<file path="config.mk">
export PLATFORM = sky130hd
export DESIGN_NAME = id_ex_stage
export DESIGN_NICKNAME = d
export VERILOG_FILES = /design/src/rtl/riscv_pkg.sv /design/src/rtl/fwd_mux.sv /design/src/rtl/id_ex_stage.sv
export SDC_FILE = /design/constraint.sdc
export NUM_CORES = 1
export LEC_CHECK = 0
export ABC_CLOCK_PERIOD_IN_PS = 3000
export CORE_AREA = 2 2 147 149
export DETAILED_ROUTE_END_ITERATION = 6
export DIE_AREA = 0 0 149 151
export DONT_BUFFER_PORTS = 1
export PLACE_DENSITY = 0.55
export SLEW_MARGIN = 25
export SYNTH_ARGS = -nofsm -noshare
export SYNTH_HDL_FRONTEND = slang
export SYNTH_SLANG_ARGS = --single-unit
</file>
<file path="constraint.sdc">
create_clock -name clk -period 3 [get_ports clk]
set_input_delay 0.75 -clock clk [delete_from_list [all_inputs] [get_ports clk]]
set_output_delay 0.75 -clock clk [all_outputs]
set_load 0.01 [all_outputs]
</file>
<file path="src/rtl/riscv_pkg.sv">
// Shared RV32I core definitions: datapath width, ALU select encoding, and the
// control half of the ID/EX pipeline slot.
package riscv_pkg;

  localparam int XLEN = 32;

  localparam logic [3:0] ALU_ADD      = 4'b0000;
  localparam logic [3:0] ALU_SUB      = 4'b1000;
  localparam logic [3:0] ALU_AND      = 4'b0111;
  localparam logic [3:0] ALU_OR       = 4'b0110;
  localparam logic [3:0] ALU_XOR      = 4'b0100;
  localparam logic [3:0] ALU_SLT      = 4'b0010;
  localparam logic [3:0] ALU_SLTU     = 4'b0011;
  localparam logic [3:0] ALU_SLL      = 4'b0001;
  localparam logic [3:0] ALU_SRL      = 4'b0101;
  localparam logic [3:0] ALU_SRA      = 4'b1101;
  localparam logic [3:0] ALU_B_ASSIGN = 4'b1111;

  typedef struct packed {
    logic       valid;
    logic       reg_write;
    logic       mem_read;
    logic       mem_write;
    logic       a_is_pc;
    logic       b_is_imm;
    logic [3:0] alu_select;
    logic [4:0] rd;
    logic [4:0] rs1;
    logic [4:0] rs2;
  } ex_ctl_t;

  localparam ex_ctl_t CTL_BUBBLE = '{
    valid: 1'b0, reg_write: 1'b0, mem_read: 1'b0, mem_write: 1'b0,
    a_is_pc: 1'b0, b_is_imm: 1'b0, alu_select: ALU_ADD,
    rd: 5'd0, rs1: 5'd0, rs2: 5'd0
  };

endpackage

</file>
<file path="src/rtl/fwd_mux.sv">
// Operand bypass select: MEM result, then WB result, then the stored operand.
// Purely combinational, no backpressure; register x0 is never bypassed.
module fwd_mux #(
  parameter int XLEN = riscv_pkg::XLEN
) (
  input  logic [4:0]      idx,
  input  logic [XLEN-1:0] stored_dat,
  input  logic            mem_en,
  input  logic [4:0]      mem_rd,
  input  logic [XLEN-1:0] mem_dat,
  input  logic            wb_en,
  input  logic [4:0]      wb_rd,
  input  logic [XLEN-1:0] wb_dat,
  output logic [XLEN-1:0] fwd_dat
);

  always_comb begin
    fwd_dat = stored_dat;
    if (idx != 5'd0) begin
      if (mem_en && (mem_rd == idx))
        fwd_dat = mem_dat;
      else if (wb_en && (wb_rd == idx))
        fwd_dat = wb_dat;
    end
  end

endmodule

</file>
<file path="src/rtl/id_ex_stage.sv">
// ID/EX register with MEM/WB bypass and load-use bubble; operands valid 1 cycle after decode.
// stall_i freezes the slot, flush_i kills it, load_use_stall asks decode to hold.
module id_ex_stage #(
  parameter int XLEN = riscv_pkg::XLEN
) (
  input  logic            clk,
  input  logic            rst_n,
  input  logic            id_valid,
  input  logic [XLEN-1:0] id_pc,
  input  logic [4:0]      id_rs1,
  input  logic [4:0]      id_rs2,
  input  logic [XLEN-1:0] id_rs1_data,
  input  logic [XLEN-1:0] id_rs2_data,
  input  logic [XLEN-1:0] id_imm,
  input  logic [3:0]      id_alu_select,
  input  logic            id_a_is_pc,
  input  logic            id_b_is_imm,
  input  logic [4:0]      id_rd,
  input  logic            id_reg_write,
  input  logic            id_mem_read,
  input  logic            id_mem_write,
  input  logic            stall_i,
  input  logic            flush_i,
  input  logic            mem_fwd_en,
  input  logic [4:0]      mem_fwd_rd,
  input  logic [XLEN-1:0] mem_fwd_data,
  input  logic            wb_en,
  input  logic [4:0]      wb_rd,
  input  logic [XLEN-1:0] wb_data,
  output logic [XLEN-1:0] alu_a,
  output logic [XLEN-1:0] alu_b,
  output logic [3:0]      alu_select,
  output logic            ex_valid,
  output logic            ex_reg_write,
  output logic            ex_mem_read,
  output logic            ex_mem_write,
  output logic [4:0]      ex_rd,
  output logic [XLEN-1:0] ex_pc,
  output logic [XLEN-1:0] ex_store_data,
  output logic            load_use_stall
);
  import riscv_pkg::*;

  ex_ctl_t         ctl_q, ctl_d;
  logic [XLEN-1:0] pc_q, imm_q, rs1_q, rs2_q;
  logic [XLEN-1:0] rs1_wt, rs2_wt;
  logic [XLEN-1:0] rs1_fwd, rs2_fwd;

  assign load_use_stall = ctl_q.valid && ctl_q.mem_read && (ctl_q.rd != 5'd0) && id_valid &&
                          ((ctl_q.rd == id_rs1) || (ctl_q.rd == id_rs2));

  always_comb begin
    ctl_d            = CTL_BUBBLE;
    ctl_d.valid      = id_valid;
    ctl_d.reg_write  = id_reg_write;
    ctl_d.mem_read   = id_mem_read;
    ctl_d.mem_write  = id_mem_write;
    ctl_d.a_is_pc    = id_a_is_pc;
    ctl_d.b_is_imm   = id_b_is_imm;
    ctl_d.alu_select = id_alu_select;
    ctl_d.rd         = id_rd;
    ctl_d.rs1        = id_rs1;
    ctl_d.rs2        = id_rs2;
  end

  // The register file write lands in the same edge we capture, so bypass it here.
  assign rs1_wt = (wb_en && (wb_rd != 5'd0) && (wb_rd == id_rs1)) ? wb_data : id_rs1_data;
  assign rs2_wt = (wb_en && (wb_rd != 5'd0) && (wb_rd == id_rs2)) ? wb_data : id_rs2_data;

  always_ff @(posedge clk or negedge rst_n) begin
    if (!rst_n) begin
      ctl_q <= CTL_BUBBLE;
      pc_q  <= '0;
      imm_q <= '0;
      rs1_q <= '0;
      rs2_q <= '0;
    end else if (flush_i || (!stall_i && load_use_stall)) begin
      ctl_q <= CTL_BUBBLE;
      pc_q  <= '0;
      imm_q <= '0;
      rs1_q <= '0;
      rs2_q <= '0;
    end else if (!stall_i) begin
      ctl_q <= ctl_d;
      pc_q  <= id_pc;
      imm_q <= id_imm;
      rs1_q <= rs1_wt;
      rs2_q <= rs2_wt;
    end
  end

  fwd_mux #(.XLEN(XLEN)) u_fwd_rs1 (
    .idx(ctl_q.rs1), .stored_dat(rs1_q),
    .mem_en(mem_fwd_en), .mem_rd(mem_fwd_rd), .mem_dat(mem_fwd_data),
    .wb_en(wb_en), .wb_rd(wb_rd), .wb_dat(wb_data),
    .fwd_dat(rs1_fwd)
  );

  fwd_mux #(.XLEN(XLEN)) u_fwd_rs2 (
    .idx(ctl_q.rs2), .stored_dat(rs2_q),
    .mem_en(mem_fwd_en), .mem_rd(mem_fwd_rd), .mem_dat(mem_fwd_data),
    .wb_en(wb_en), .wb_rd(wb_rd), .wb_dat(wb_data),
    .fwd_dat(rs2_fwd)
  );

  assign alu_a         = ctl_q.a_is_pc  ? pc_q  : rs1_fwd;
  assign alu_b         = ctl_q.b_is_imm ? imm_q : rs2_fwd;
  assign ex_store_data = rs2_fwd;
  assign alu_select    = ctl_q.alu_select;
  assign ex_valid      = ctl_q.valid;
  assign ex_reg_write  = ctl_q.reg_write;
  assign ex_mem_read   = ctl_q.mem_read;
  assign ex_mem_write  = ctl_q.mem_write;
  assign ex_rd         = ctl_q.rd;
  assign ex_pc         = pc_q;

endmodule

</file>
* After elaboration in Yosys (flattened, before gate mapping) *
Cells that the tools add are included.

word-level totals
  register bits = 153
  bits of input ports = 233
  output and inout bits = 142

operators by class
  equal/unequal tests = 9
  mux-type cells = 20
  reductions and logical operators = 19

operators with widths
  kind                  count
  $mux W32              18
  $mux W25              2
  $eq A5 B5 Y1          8
  $reduce_bool A5 Y1    4
  $logic_and A1 B1 Y1   12
  $logic_or A1 B1 Y1    2
  $ne A2 B1 Y1 const B  1
  $logic_not A1 Y1      1

* Longest topological paths before layout *
  depth after elaboration = 7
  depth in mapped cells = 8
  depth with buffers taken out = 6

* By module *
A second synthesis with hierarchy kept.

second synthesis, totals
  cell total of the unflattened synthesis = 788
  area total of the unflattened synthesis = 9,003.6 um2

modules (own cells, without submodules)
  module       times used  cells an instance  area an instance (um2)  sequential area each (um2)
  id_ex_stage  1           592                7,159.4                 3,828.7
  fwd_mux      2           98                 922.1                   0.0

* Worst setup path after synthesis *
Ideal clock, no wire load.

  path type = input to output
  start point = input port wb_rd[1]
  end point = output port alu_b[10]
  arrival = 2.394 ns
  required time = 2.250 ns
  slack = -0.144 ns
  stages = 8
  buffers on the path = 2
  cell sequence = clkbuf_1 xnor2_1 nand4_1 a311oi_2 buf_2 a22oi_1 o2bb2ai_1 mux2_2

between the ends
  word-level cells in the longest chain between the ends = 6

RTL lines
  what                   line                text
  from (decl)            id_ex_stage.sv:28   input logic [4:0] wb_rd,
  $eq A5 B5 Y1           fwd_mux.sv:22       else if (wb_en && (wb_rd == idx))
  $logic_and A1 B1 Y1    fwd_mux.sv:22
  $mux W32               fwd_mux.sv:22
  $mux W32               fwd_mux.sv:20       if (mem_en && (mem_rd == idx))
  $mux W32               fwd_mux.sv:19       if (idx != 5'd0) begin
  via ex_store_data[10]  id_ex_stage.sv:39   output logic [XLEN-1:0] ex_store_data,
  $mux W32               id_ex_stage.sv:107  assign alu_b = ctl_q.b_is_imm ? imm_q : rs2_fwd;
  to (decl)              id_ex_stage.sv:31   output logic [XLEN-1:0] alu_b,

The timed path passes the listed nets, and every way through them passes these cells.

* Worst setup path in the final report *
  start point = register ctl_q[3] in the netlist's numbering
  end point = output port alu_b[15]

between the ends
  word-level cells in the longest chain between the ends = 6

RTL lines
  what                    line                text
  from (decl)             id_ex_stage.sv:44   ex_ctl_t ctl_q, ctl_d;
  from (signal assigned)  id_ex_stage.sv:84   ctl_q <= ctl_d;
  $eq A5 B5 Y1            fwd_mux.sv:22
  $logic_and A1 B1 Y1     fwd_mux.sv:22
  $mux W32                fwd_mux.sv:22
  $mux W32                fwd_mux.sv:20
  $mux W32 *              fwd_mux.sv:19
  $mux W32 *              id_ex_stage.sv:107

Mark *: on every way between the ends. The rest lies on a longest branch, timed or not.

==> impl_results.md <==
* Outcome: finished with violations
* Failing checks: negative setup slack
* Gpl congestion at 0.966
* Layout fillers at 1,793
* CP required at 2.25 ns
* Fin nets at 1,059
* Worst-case reg-to-reg path depth at 6
* IO Pins at 375
* Syn Area/Cell at 10.8 sq um
* Mapped Area at 0.00853 sq mm
* Critical path fanouts, max at 17
* CTS tree: built
* Vias per cell at 6.34
* Clk sinks at 153
* PnR Total Power at 5.35 mW
* Yosys cell types at 37
* Max-slew headroom at 0.440
* Pre-antenna DRT Iters at 5
* CP Launch Type: register
* Largest net degree at the start of global routing at 141
* Yosys top cell area share at 0.449
* Dpl hpwl at 21.4 mm
* Std-Cell Rows at 53
* Leading area contributor after synthesis: dfrtp_1
* Most common cell after layout, fill and taps aside: dfrtp_1
* Synthesis warning total at 0
* Max_cap viols at 0
* # diodes at 0
* Data arrival time of the critical path at 2.54 ns
* Final Worst Setup Slack at -0.293 ns
* Sw Share at 0.292
* Core Area at 0.0208 sq mm
* Hold_ws at 0.0298 ns
* CP Capture Type: output port
* Antenna-violating nets left at 0
* Vias in the first global route at 7,385
* Die area at 0.0225 sq mm
* Post-Syn Nets at 1,026
* Total CTS buffers at 17
* Root Buffer: clkbuf_16
* Seq. cell area at 0.00383 sq mm
* Via count at 7,063
* Worst-margin pin slew at 0.837 ns
* Final Cycle Share at 1.10
* Final slew viol count at 0
* Top cells by area, synth: dfrtp_1 45%, mux2i_1 11%, a22o_1 9.2%, mux2_2 4.1%, o21ai_1 3.8%
* Net Sw Power at 1.56 mW
* Launching point of the worst reg2reg path: ex_rd[1]
* Sequential power share at 0.432
* Worst r2r dst: rs1_q[7]
* Htree depth at 4
* Power share of the combinational group at 0.169
* Setup Skew at 0.0120 ns
* Clock power frac at 0.399
* Fmax at 0.304 GHz
* Port bufs at 0
* Setup Crit Path Kind: reg2out
* Clk slew on worst S/H paths at 0.07 ns
* Die X-Extent at 149 um
* Initial antenna violation count at 0
* Routed Wire Length at 32.5 mm
* Worst hold-check path type: in2async
* Clk Latency, worst-skew pair at 0.43 ns
* Unrepaired setup endpoints after global routing: yes
* Final hold vios at 0
* PwrDens at 484 mW/mm^2
* Commonest non-fill, non-tap cells in the layout: 148 x dfrtp_1, 89 x a22o_1, 78 x mux2i_1, 68 x nand2_1, 65 x o21ai_1
* Synthesized flop and latch total at 153
* Global route total overflow at 0
* Longest Clk Path Bufs at 2
* DR DRC count at 0
* P_leak at 4.43 nW
* Die H at 151 um
* Worst VDD drop at 0.404 mV
* Reg2Reg Setup Slack at 0.52 ns
* Layout area overhead at 29.7%
* Routed WL per cell at 29.1 um
* Initial core utilization at 0.410
* Share of post-route cells with drive strength above 1 at 0.324
* Sequential share of the synthesized area at 0.449
* Multi-input logic area at 0.00507 sq mm
* Internal at 3.79 mW
* First-iteration detailed-routing DRC count at 341
* Global Route Usage Sum at 0.274
* Final setup vio count at 96
* Final period demand of the worst path at 3.29 ns
* First-pass GRT wire length at 46.1 mm
* Mapped Cells at 793
-- layout make-up --
class                           instances  share of cell area
Timing Repair Buffer                   98               0.111
Tap cell                              275              0.0311
Multi-Input combinational cell        551               0.458
Clock inverter                         14              0.0124
Clock buffer                           18              0.0388
Sequential cell                       153               0.347
Inverter                                5             0.00170
-- sequential cells by signal, indices dropped and copies added (netlist names) --
register and cells:
ex_pc 32, rs2_q 32, ex_mem_read 1, ex_reg_write 1, rs1_q 32, alu_select 4
imm_q 32, ctl_q 12, ex_mem_write 1, ex_rd 5, ex_valid 1
-- how the worst max path moves through the flow --
stage	from	endpoint	depth (start not counted)
2_1_floorplan	mem_fwd_rd[2]	alu_b[10]	8
6_report	ctl_q[3]	alu_b[15]	9
3_5_place_dp	mem_fwd_rd[2]	alu_b[31]	8
4_1_cts	ctl_q[1]	alu_b[15]	9
3_3_place_gp	mem_fwd_rd[2]	alu_b[31]	8
5_1_grt	ctl_q[3]	alu_b[15]	9
-- repair_timing --
action                                  4_1_cts  5_1_grt
gates cloned                                  8        4
resized for setup                            66       69
pin swaps                                    30       22
buffers inserted                             13        6
endpoints found under the hold margin        14       18
endpoints found under the setup margin       96       96
hold buffers                                  1        2
-- logic make-up after synthesis --
logic type,Yosys count,synth area share
mux,126,0.152
xor+xnor,40,0.0411
simple gates,125,0.0658
buf+inv,89,0.0546
flops,153,0.449
compound gates,260,0.237
-- routing by layer --
layer  global-route usage  wire length, um  vias to the layer above  part of all wire
met5                    0                0                        -                 0
met4                0.100              611                        0             0.019
met3               0.0807             2900                       47             0.089
met2                0.458            16300                      393              0.50
met1                0.336            12600                     3581              0.39
li1                     -                -                     3042                 -
-- power by group through the flow --
stage	sequential, mW	clock (mW)	combinational, mW
floorplan	2.30	0	0.586
global placement	2.34	0	0.755
detailed placement	2.35	0	0.770
CTS	2.31	2.16	0.841
global route	2.33	2.27	0.959
finish	2.31	2.13	0.903
-- Yosys cell counts --
| cell type | count |
|---|---|
| dfrtp_1 | 153 |
| mux2i_1 | 95 |
| a22o_1 | 90 |
| nand2_1 | 68 |
| o21ai_1 | 65 |
| nor2_1 | 35 |
| a22oi_1 | 32 |
| clkbuf_1 | 32 |
| o2bb2ai_1 | 32 |
| a221o_1 | 31 |
| mux2_2 | 31 |
| buf_2 | 30 |
| xor2_1 | 22 |
| xnor2_1 | 18 |
| buf_4 | 11 |
| buf_6 | 7 |
| inv_1 | 5 |
| buf_1 | 4 |
| nand3_1 | 4 |
| or4_1 | 4 |
| and3_1 | 3 |
| a21oi_1 | 2 |
| nor3_1 | 2 |
| nor4_1 | 2 |
| nor4_4 | 2 |
| o21ai_0 | 2 |
| a311oi_2 | 1 |
| nand4_1 | 1 |
| nor2b_1 | 1 |
| nor3_2 | 1 |
| nor4_2 | 1 |
| o2111ai_1 | 1 |
| o21a_1 | 1 |
| o21ai_2 | 1 |
| o221ai_1 | 1 |
| o22ai_2 | 1 |
| or3_1 | 1 |
-- per-stage QoR --
| step | area, sq um | std cells | utilization | setup WS, ns | setup TNS, ns |
|---|---|---|---|---|---|
| 5_1_grt | 11100 | 1114 | 0.531 | -0.387 | -28.82 |
| 2_1_floorplan | 8870 | 793 | - | -0.00439 | -0.00439 |
| 3_3_place_gp | 9440 | 1049 | 0.453 | -0.231 | -10.53 |
| 4_1_cts | 10600 | 1103 | 0.508 | -0.308 | -23.91 |
| 6_report | 11100 | 1114 | 0.531 | -0.293 | -19.88 |
| 3_5_place_dp | 9440 | 1049 | 0.453 | -0.240 | -10.01 |
-- worst max-delay path: stages, from the launching register on --
cell and delay, ns:
dfrtp_2 0.43, xor2_1 0.18, nor4_2 0.25, buf_4 0.17, a311oi_4 0.08, buf_6 0.16
buf_12 0.15, a22oi_1 0.27, o2bb2ai_4 0.11, mux2_4 0.30
Power figures use the tool's default switching activity.
